### src/rtl/lsu_pkg.sv
// lsu_pkg: shared funct3 size codes, FSM states and byte-enable constants for the load/store unit.
package lsu_pkg;
  localparam logic [2:0] F3_B  = 3'b000;
  localparam logic [2:0] F3_H  = 3'b001;
  localparam logic [2:0] F3_W  = 3'b010;
  localparam logic [2:0] F3_BU = 3'b100;
  localparam logic [2:0] F3_HU = 3'b101;
  localparam logic [3:0] BE_NONE = 4'b0000;
  localparam logic [3:0] BE_B    = 4'b0001;
  localparam logic [3:0] BE_LO   = 4'b0011;
  localparam logic [3:0] BE_HI   = 4'b1100;
  localparam logic [3:0] BE_ALL  = 4'b1111;
  typedef enum logic {IDLE = 1'b0, REQ = 1'b1} state_e;
  // Reserved codes (011, 110, 111) fall through to word access.
  function automatic logic is_byte(input logic [2:0] f3);
    return f3[1:0] == F3_B[1:0];
  endfunction
  function automatic logic is_half(input logic [2:0] f3);
    return f3[1:0] == F3_H[1:0];
  endfunction
endpackage

### src/rtl/load_align.sv
// load_align: lane select and sign/zero extension of a 32-bit memory word for RV32 loads.
module load_align
  import lsu_pkg::*;
(
  input  logic [31:0] rdata,
  input  logic [1:0]  off,
  input  logic [2:0]  funct3,
  output logic [31:0] result
);
  logic [7:0]  b;
  logic [15:0] h;
  always_comb begin
    b = rdata[{off, 3'b000} +: 8];
    h = off[1] ? rdata[31:16] : rdata[15:0];
    result = is_byte(funct3) ? {{24{b[7] & ~funct3[2]}}, b} :
             is_half(funct3) ? {{16{h[15] & ~funct3[2]}}, h} : rdata;
  end
endmodule

### src/rtl/load_store_unit.sv
// load_store_unit: single-outstanding RV32 load/store unit with pipeline stall; LSU_MISALIGN_TRAP_EN enables misalignment trapping.
module load_store_unit
  import lsu_pkg::*;
#(
  parameter int ADDR_W = 32
) (
  input  logic              clk,
  input  logic              rst,
  input  logic              ex_valid,
  input  logic              ex_memr,
  input  logic              ex_memw,
  input  logic [2:0]        ex_funct3,
  input  logic [ADDR_W-1:0] ex_addr,
  input  logic [31:0]       ex_wdata,
  input  logic [4:0]        ex_rd,
  input  logic              ex_float,
  output logic              stall,
  output logic              dm_req,
  output logic              dm_we,
  output logic [ADDR_W-1:0] dm_addr,
  output logic [3:0]        dm_be,
  output logic [31:0]       dm_wdata,
  input  logic              dm_ack,
  input  logic [31:0]       dm_rdata,
  output logic              wb_valid,
  output logic [4:0]        wb_rd,
  output logic              wb_float,
  output logic [31:0]       wb_data,
  output logic              misalign
);
  state_e            state_q, state_d;
  logic              we_q, we_d, float_q, float_d, wb_valid_q, wb_valid_d, wb_float_q, wb_float_d, mis_q, mis_d;
  logic [3:0]        be_q, be_d;
  logic [ADDR_W-1:0] addr_q, addr_d;
  logic [31:0]       wdata_q, wdata_d, wb_data_q, wb_data_d, ld_data, st_data;
  logic [2:0]        f3_q, f3_d;
  logic [1:0]        off_q, off_d;
  logic [4:0]        rd_q, rd_d, wb_rd_q, wb_rd_d;
  logic [3:0]        st_be;
  logic              req, mis, accept, ack;
  load_align u_align (.rdata(dm_rdata), .off(off_q), .funct3(f3_q), .result(ld_data));
  always_comb begin
    req = (state_q == IDLE) & ex_valid & (ex_memr | ex_memw);
`ifdef LSU_MISALIGN_TRAP_EN
    mis = req & (is_byte(ex_funct3) ? 1'b0 : is_half(ex_funct3) ? ex_addr[0] : ex_addr[1:0] != 2'b00);
`else
    mis = 1'b0;
`endif
    accept = req & ~mis;
    ack = (state_q == REQ) & dm_ack;
    st_be = is_byte(ex_funct3) ? BE_B << ex_addr[1:0] :
            is_half(ex_funct3) ? (ex_addr[1] ? BE_HI : BE_LO) : BE_ALL;
    st_data = is_byte(ex_funct3) ? {4{ex_wdata[7:0]}} :
              is_half(ex_funct3) ? {2{ex_wdata[15:0]}} : ex_wdata;
    state_d = accept ? REQ : ack ? IDLE : state_q;
    we_d = accept ? ex_memw : we_q;
    be_d = accept ? (ex_memw ? st_be : BE_ALL) : be_q;
    addr_d = accept ? {ex_addr[ADDR_W-1:2], 2'b00} : addr_q;
    wdata_d = accept ? (ex_memw ? st_data : 32'd0) : wdata_q;
    f3_d = accept ? ex_funct3 : f3_q;
    off_d = accept ? ex_addr[1:0] : off_q;
    rd_d = accept ? ex_rd : rd_q;
    float_d = accept ? ex_float : float_q;
    wb_valid_d = ack & ~we_q;
    wb_data_d = wb_valid_d ? ld_data : wb_data_q;
    wb_rd_d = wb_valid_d ? rd_q : wb_rd_q;
    wb_float_d = wb_valid_d ? float_q : wb_float_q;
    mis_d = mis;
  end
  always_ff @(posedge clk) begin
    if (rst) begin
      state_q <= IDLE;
      we_q <= 1'b0;
      be_q <= BE_NONE;
      addr_q <= '0;
      wdata_q <= '0;
      f3_q <= F3_W;
      off_q <= '0;
      rd_q <= '0;
      float_q <= 1'b0;
      wb_valid_q <= 1'b0;
      wb_data_q <= '0;
      wb_rd_q <= '0;
      wb_float_q <= 1'b0;
      mis_q <= 1'b0;
    end else begin
      state_q <= state_d;
      we_q <= we_d;
      be_q <= be_d;
      addr_q <= addr_d;
      wdata_q <= wdata_d;
      f3_q <= f3_d;
      off_q <= off_d;
      rd_q <= rd_d;
      float_q <= float_d;
      wb_valid_q <= wb_valid_d;
      wb_data_q <= wb_data_d;
      wb_rd_q <= wb_rd_d;
      wb_float_q <= wb_float_d;
      mis_q <= mis_d;
    end
  end
  assign stall = accept | ((state_q == REQ) & ~dm_ack);
  assign dm_req = state_q == REQ;
  assign dm_we = we_q;
  assign dm_addr = addr_q;
  assign dm_be = be_q;
  assign dm_wdata = wdata_q;
  assign wb_valid = wb_valid_q;
  assign wb_data = wb_data_q;
  assign wb_rd = wb_rd_q;
  assign wb_float = wb_float_q;
  assign misalign = mis_q;
endmodule

### config.mk
export PLATFORM = sky130hd
export DESIGN_NAME = load_store_unit
export DESIGN_NICKNAME = d
export VERILOG_FILES = /design/src/rtl/lsu_pkg.sv /design/src/rtl/load_align.sv /design/src/rtl/load_store_unit.sv
export SDC_FILE = /design/constraint.sdc
export NUM_CORES = 1
export LEC_CHECK = 0
export CORE_ASPECT_RATIO = 0.8
export CORE_MARGIN = 5
export CORE_UTILIZATION = 38
export DETAILED_ROUTE_END_ITERATION = 8
export MAX_ROUTING_LAYER = met4
export PLACE_DENSITY = 0.77
export SLEW_MARGIN = 20
export SYNTH_ARGS = -nofsm -noshare
export SYNTH_HDL_FRONTEND = slang
export SYNTH_SLANG_ARGS = --single-unit
### constraint.sdc
create_clock -name clk -period 1.64 [get_ports clk]
set_input_delay 0.164 -clock clk [delete_from_list [all_inputs] [get_ports clk]]
set_output_delay 0.164 -clock clk [all_outputs]
set_load 0.1 [all_outputs]
Word-level counts from Yosys, hierarchy flattened

Cells that the tools add are included.

Memories: 0
Memory bits (writable): 0
Bits in read-only memories: 0
Input bits: 111
Latch bits: 0
Output and inout port bits: 111
Word-level logic and storage cells: 45
Register bits: 118

Eq/ne operators: 2
Mux-type cells: 12
Shifts and indexed selects: 2
Reductions and logical operators: 3
$mul: 0
Bitwise logic cells: 13
Magnitude comparators: 0
Div/mod/pow operators: 0
Add/subtract/negate cells: 0

Operators by type and width:

| cell                  | count |
|---|---|
| $mux W32              | 5 |
| $shiftx A32 B6 Y8     | 1 |
| $mux W16              | 1 |
| $mux W4               | 4 |
| $and A1 B1 Y1         | 7 |
| $eq A2 B1 Y1 const B  | 2 |
| $logic_not A2 Y1      | 2 |
| $not A1 Y1            | 4 |
| $shl A1 B2 Y4 const A | 1 |
| $mux W1               | 2 |
| $or A1 B1 Y1          | 2 |
| $reduce_bool A2 Y1    | 1 |

Logic depth before layout (Yosys ltp)

Word-level depth: 4
Gate-level depth with buffers: 6
Gate-level depth less buffers: 4

Modules after synthesis

A second synthesis with hierarchy kept.

Cell total of the unflattened synthesis: 672
Area total of the unflattened synthesis: 5,730.5 µm²

By module, submodules not included:

| module          | cells each | area an instance (µm²) | sequential area each (µm²) | instances |
|---|---|---|---|---|
| load_store_unit | 537        | 4,713.3                | 2,362.3                    | 1 |
| load_align      | 135        | 1,017.2                | 0.0                        | 1 |

Worst setup path after synthesis

No wires, ideal clock.

Path type: register -> register
Start: reg state_q, in the netlist dm_req
End: reg state_q, in the netlist dm_req
Period minus slack after synthesis: 3.594 ns
Data required time: 1.569 ns
Data arrival time: 3.523 ns
Slack: -1.954 ns
Setup time: 0.071 ns
Stages on the path, launching flop included: 4
Path buffers: 0
Cells stage by stage: dfxtp_1 -> inv_1 -> o21ai_0 -> and2_1

Longest elaborated chain between the ends: 4
Elaborated cells between the ends (all ways): 6
Those cells by class: 1 x mux; 4 x bitwise; 1 x reduce/logical

RTL lines:

| what                                          | line                  | source |
|---|---|---|
| start: declaration                            | load_store_unit.sv:31 | `state_e state_q, state_d;` |
| start signal: assignment                      | load_store_unit.sv:87 | `state_q <= state_d;` |
| $not A1 Y1                                    | load_store_unit.sv:43 | `req = (state_q == IDLE) & ex_valid & (ex_memr \| ex_memw);` |
| $and A1 B1 Y1 (2 in series)                   | load_store_unit.sv:43 |  |
| $mux W1 or $reduce_bool A2 Y1 (tied branches) | n/a                   |  |

Parallel ways exist; a longest one is shown, timed or not.
A chain may end at the register's enable or synchronous reset.

Worst setup path in the final report

Start: reg off_q[1]
End: reg wb_data_q[14], in the netlist wb_data[14]

Longest elaborated chain between the ends: 3
Elaborated cells between the ends (all ways): 5
Those cells by class: 1 x shift; 3 x mux; 1 x bitwise

RTL lines:

| what                                          | line                               | source |
|---|---|---|
| start: declaration                            | load_store_unit.sv:37              | `logic [1:0] off_q, off_d;` |
| start signal: assignment                      | load_store_unit.sv:78              | `off_q <= '0;` |
| start signal: assignment                      | load_store_unit.sv:93              | `off_q <= off_d;` |
| $shiftx A32 B6 Y8 or $mux W16 (tied branches) | load_align.sv:13, load_align.sv:14 |  |
| $and A1 B1 Y1 or $mux W32 (tied branches)     | load_align.sv:15, load_align.sv:16 |  |
| $mux W32 *                                    | load_align.sv:15                   | `result = is_byte(funct3) ? {{24{b[7] & ~funct3[2]}}, b} :` |
| end signal: assignment                        | load_store_unit.sv:97              | `wb_data_q <= wb_data_d;` |
| end: declaration                              | load_store_unit.sv:35              | `logic [31:0] wdata_q, wdata_d, wb_data_q, wb_data_d, ld_data, st_data;` |

Every way passes the cells marked *; elsewhere a longest branch is shown, timed or not.

==> metrics.md <==
| Metric | Value |
|---|---|
| Highest attainable clock frequency | `between 600 and 700 MHz` |
| Sw Share | `32.7%` |
| Compound-gate portion of the synthesized area | `22.2%` |
| Worst EP arrival | `1890 ps` |
| Clock sink total | `118` |
| GRT Util Overall | `24.4%` |
| Post-synth top area share | `47.1%` |
| Most common cell after layout, fill and taps aside | `nand2_1` |
| Core Footprint | `0.0129 mm^2` |
| Fraction of the core area covered by cells at the end of the flow | `72.1%` |
| Fraction of final layout cells sized beyond drive strength 1 | `25.7%` |
| Maximum net fanout on the critical path | `8` |
| Critical Path RT | `~2000 ps` |
| Number of antenna violations at the first check in global routing | `0` |
| I/O Pins | `222` |
| Switching Power | `between 3000 and 4000 uW` |
| Final wirelength | `19000 um` |
| Adder-cell share of the synthesized area | `0%` |
| Leakage component of the power | `0.00361 uW` |
| Diodes inserted | `0` |
| Source of the worst hold timing path | `rst` |
| Layout area overhead | `85.7%` |
| Post-route total power | `9580 uW` |
| RSZ-0062 raised after global routing | `yes` |
| Final-report setup violation count | `0` |
| Reg2Reg Depth | `4` |
| Largest cells by area after synthesis | `dfxtp_1 47%, nand2_1 8.9%, a22oi_1 7.0%` |
| Power per standard cell area | `approximately 1000 mW/mm^2` |
| Xor/xnor share of the synthesized area | `0%` |
| TritonCTS clock tree | `yes` |
| Clock-pin slew on the worst setup and hold paths | `50 ps` |
| Share of the clock period used by the worst path | `96.7%` |
| Start point of the critical path | `off_q[1]` |
| Global placer's final weighted congestion | `0.877` |
| Total CTS buffers | `17` |
| Die width | `138 um` |
| Sequential element share of the synthesized area | `between 40% and 50%` |
| Multiplexer fraction of the synthesized cell area | `roughly 7.4%` |
| Time the worst path needs with I/O delays and setup | `1590 ps` |
| Relative contribution of the clock network to total power | `39.3%` |
| Number of I/O port buffers | `218` |
| Master cell of the clock root buffer | `clkbuf_16` |
| Peak supply drop | `798 uV` |
| Dominant combinational cell family by area after synthesis | `compound AO/OA/AOI/OAI gates` |
| Largest area contributor in the synthesized netlist | `dfxtp_1` |
| Synthesis Warnings | `0` |
| Via count of the first global-routing pass | `between 5000 and 6000` |
| Hold violation count in the final report | `0` |
| Run status | `completed` |
| Flip-flop and latch count after synthesis | `118` |
| Reg-to-Reg Start | `off_q[1]` |
| Clock latency at the later pin of the worst-skew pair | `between 400 and 500 ps` |
| Routed wire per std cell | `18.9 um` |
| Global route total overflow | `0` |
| Type of the worst min-delay path | `in -> reg` |
| Total vias in the final route | `between 5000 and 6000` |
| Most frequent cells in the layout | `119 x nand2_1, 114 x dfxtp_1, 113 x buf_12` |
| Design internal power | `around 6400 uW` |
| Number of design rule violations left after detail routing | `0` |
| Fillers | `approximately 830` |
| Count of nets left with antenna violations after detail routing | `0` |
| Relative contribution of combinational cells to total power | `27.5%` |
| Maximum count of clock buffers along a single path | `2` |
| Share of synthesized cell area in and, or, nand and nor gates | `18.3%` |
| Overall die area | `0.0156 mm^2` |
| Netlist Area Pre-Place | `0.00501 mm^2` |
| Number of cells produced by synthesis | `594` |
| End of the critical path | `wb_data[14]` |
| Critical path class | `reg -> reg` |
| Unique masters post-synth | `34` |
| DRC violation total after the first TritonRoute iteration | `about 460` |
| Core Rows | `37` |
| Number of vias per cell after detailed routing | `5.31` |
| Capture instance of the worst register-to-register path | `wb_data[14]` |
| CP endpoint kind | `flop` |
| Nature of the critical path startpoint | `flop` |
| Sequential power share | `roughly a third` |
| Starting density of the core | `38.8%` |
| Level count of the clock H-tree | `4` |
| Worst setup slack before clock tree synthesis | `-220 ps` |
| Final net count | `between 900 and 1000` |
| Final worst-path setup slack | `53.9 ps` |
| Reg-to-reg setup timing slack | `around 54 ps` |
| Global-route wire length before repair | `roughly 30000 um` |
| Number of search-and-repair iterations in the first detailed-routing pass | `5` |
| Number of violations of the max-capacitance limit | `0` |
| Number of max-slew violations in the final report | `0` |
| Die span in y | `113 um` |
| Post-detail-place hpwl | `about 14000 um` |
| Pin count of the biggest net entering global routing | `34` |
| Final worst clock skew | `8.76 ps` |
| Post-CTS Hold Fix Bufs | `0` |
| Syn avg cell area | `8.44 um^2` |
-- how the worst min path moves through the flow --
stage	to	slack (ps)	depth (start not counted)
floorplan	float_q	300	2
global placement	wb_rd[2]	440	2
detailed placement	wb_rd[4]	440	2
CTS	wb_data[23]	160	2
global route	wb_data[30]	190	2
finish	wb_data[30]	180	2
-- final cells by class --
type,instances,area [um^2],share of cell area [%]
clock buffers,19,464,4.98
well taps,175,219,2.35
multi-input cells,418,2450,26.3
repair buffers,262,3650,39.2
inverters,3,11.3,0.121
clock inverters,13,146,1.57
flip-flops and latches,118,2370,25.5
-- sequential cells by signal, indices dropped and copies added (netlist names) --
| signal | flops |
|---|---|
| dm_we | 1 |
| dm_be | 4 |
| wb_data | 32 |
| dm_addr | 30 |
| f3_q | 3 |
| wb_valid | 1 |
| off_q | 2 |
| rd_q | 5 |
| dm_req | 1 |
| float_q | 1 |
| wb_float | 1 |
| wb_rd | 5 |
| dm_wdata | 32 |
-- cells in the mapped netlist (all sizes together) --
library cell and number:
or2 1, mux2 17, buf 19, a22o 9
nand3 1, nor2 66, a32o 7, nand2 119
o41a 1, a221oi 1, and2 1, inv 3
a211oi 27, or3 1, a22oi 47, nor2b 12
and3b 1, or4b 7, mux2i 18, dfxtp 118
conb 1, nor3 7, clkbuf 38, o211a 2
o21ai 20, o21a 1, a21oi 48, nand2b 1
-- metal layers --
layer | vias up | track usage [%] | wire (um)
li1 | 2523 | - | -
met1 | 2517 | 26.9 | 7290
met2 | 268 | 41.0 | 9350
met3 | 42 | 9.00 | 1900
met4 | 0 | 8.49 | 457
met5 | - | - | 0
-- kinds of logic (layout without fill, tap and decap cells) --
group,count (synthesis),in the layout
DFF,118,118
and+or+nand+nor,217,217
buffers and inverters,60,297
muxes,35,35
AOI/OAI and AO/OA,163,163
other,1,3
-- power by group through the flow --
stage | Combinational, uW | Sequential (uW) | Clock, uW
floorplan | 595 | 4090 | 0
global placement | 2560 | 3240 | 0
detailed placement | 2610 | 3250 | 0
CTS | 2630 | 3190 | 3820
global route | 2740 | 3210 | 3940
finish | 2630 | 3190 | 3760
-- critical path, cell delays in order, from the launching register on --
cell and delay, ps:
dfxtp_2 410, mux2i_1 120, mux2_2 290, o41a_4 410, a211oi_1 250
-- stage by stage --
step | TNS, ps | cells | area [um^2] | hold slack, ps
floorplan | 0 | 596 | 5040 | 300
global placement | -1710 | 973 | 8670 | 438
detailed placement | -2690 | 973 | 8670 | 444
CTS | 0 | 1008 | 9310 | 162
global route | -48.7 | 1008 | 9310 | 191
finish | 0 | 1008 | 9310 | 178
-- repair_timing --
action,4_1_cts,5_1_grt
setup endpoints to repair,2,8
buffers inserted,3,1
gates resized for setup,4,2
No activity file was read; power rests on OpenSTA's default activity.
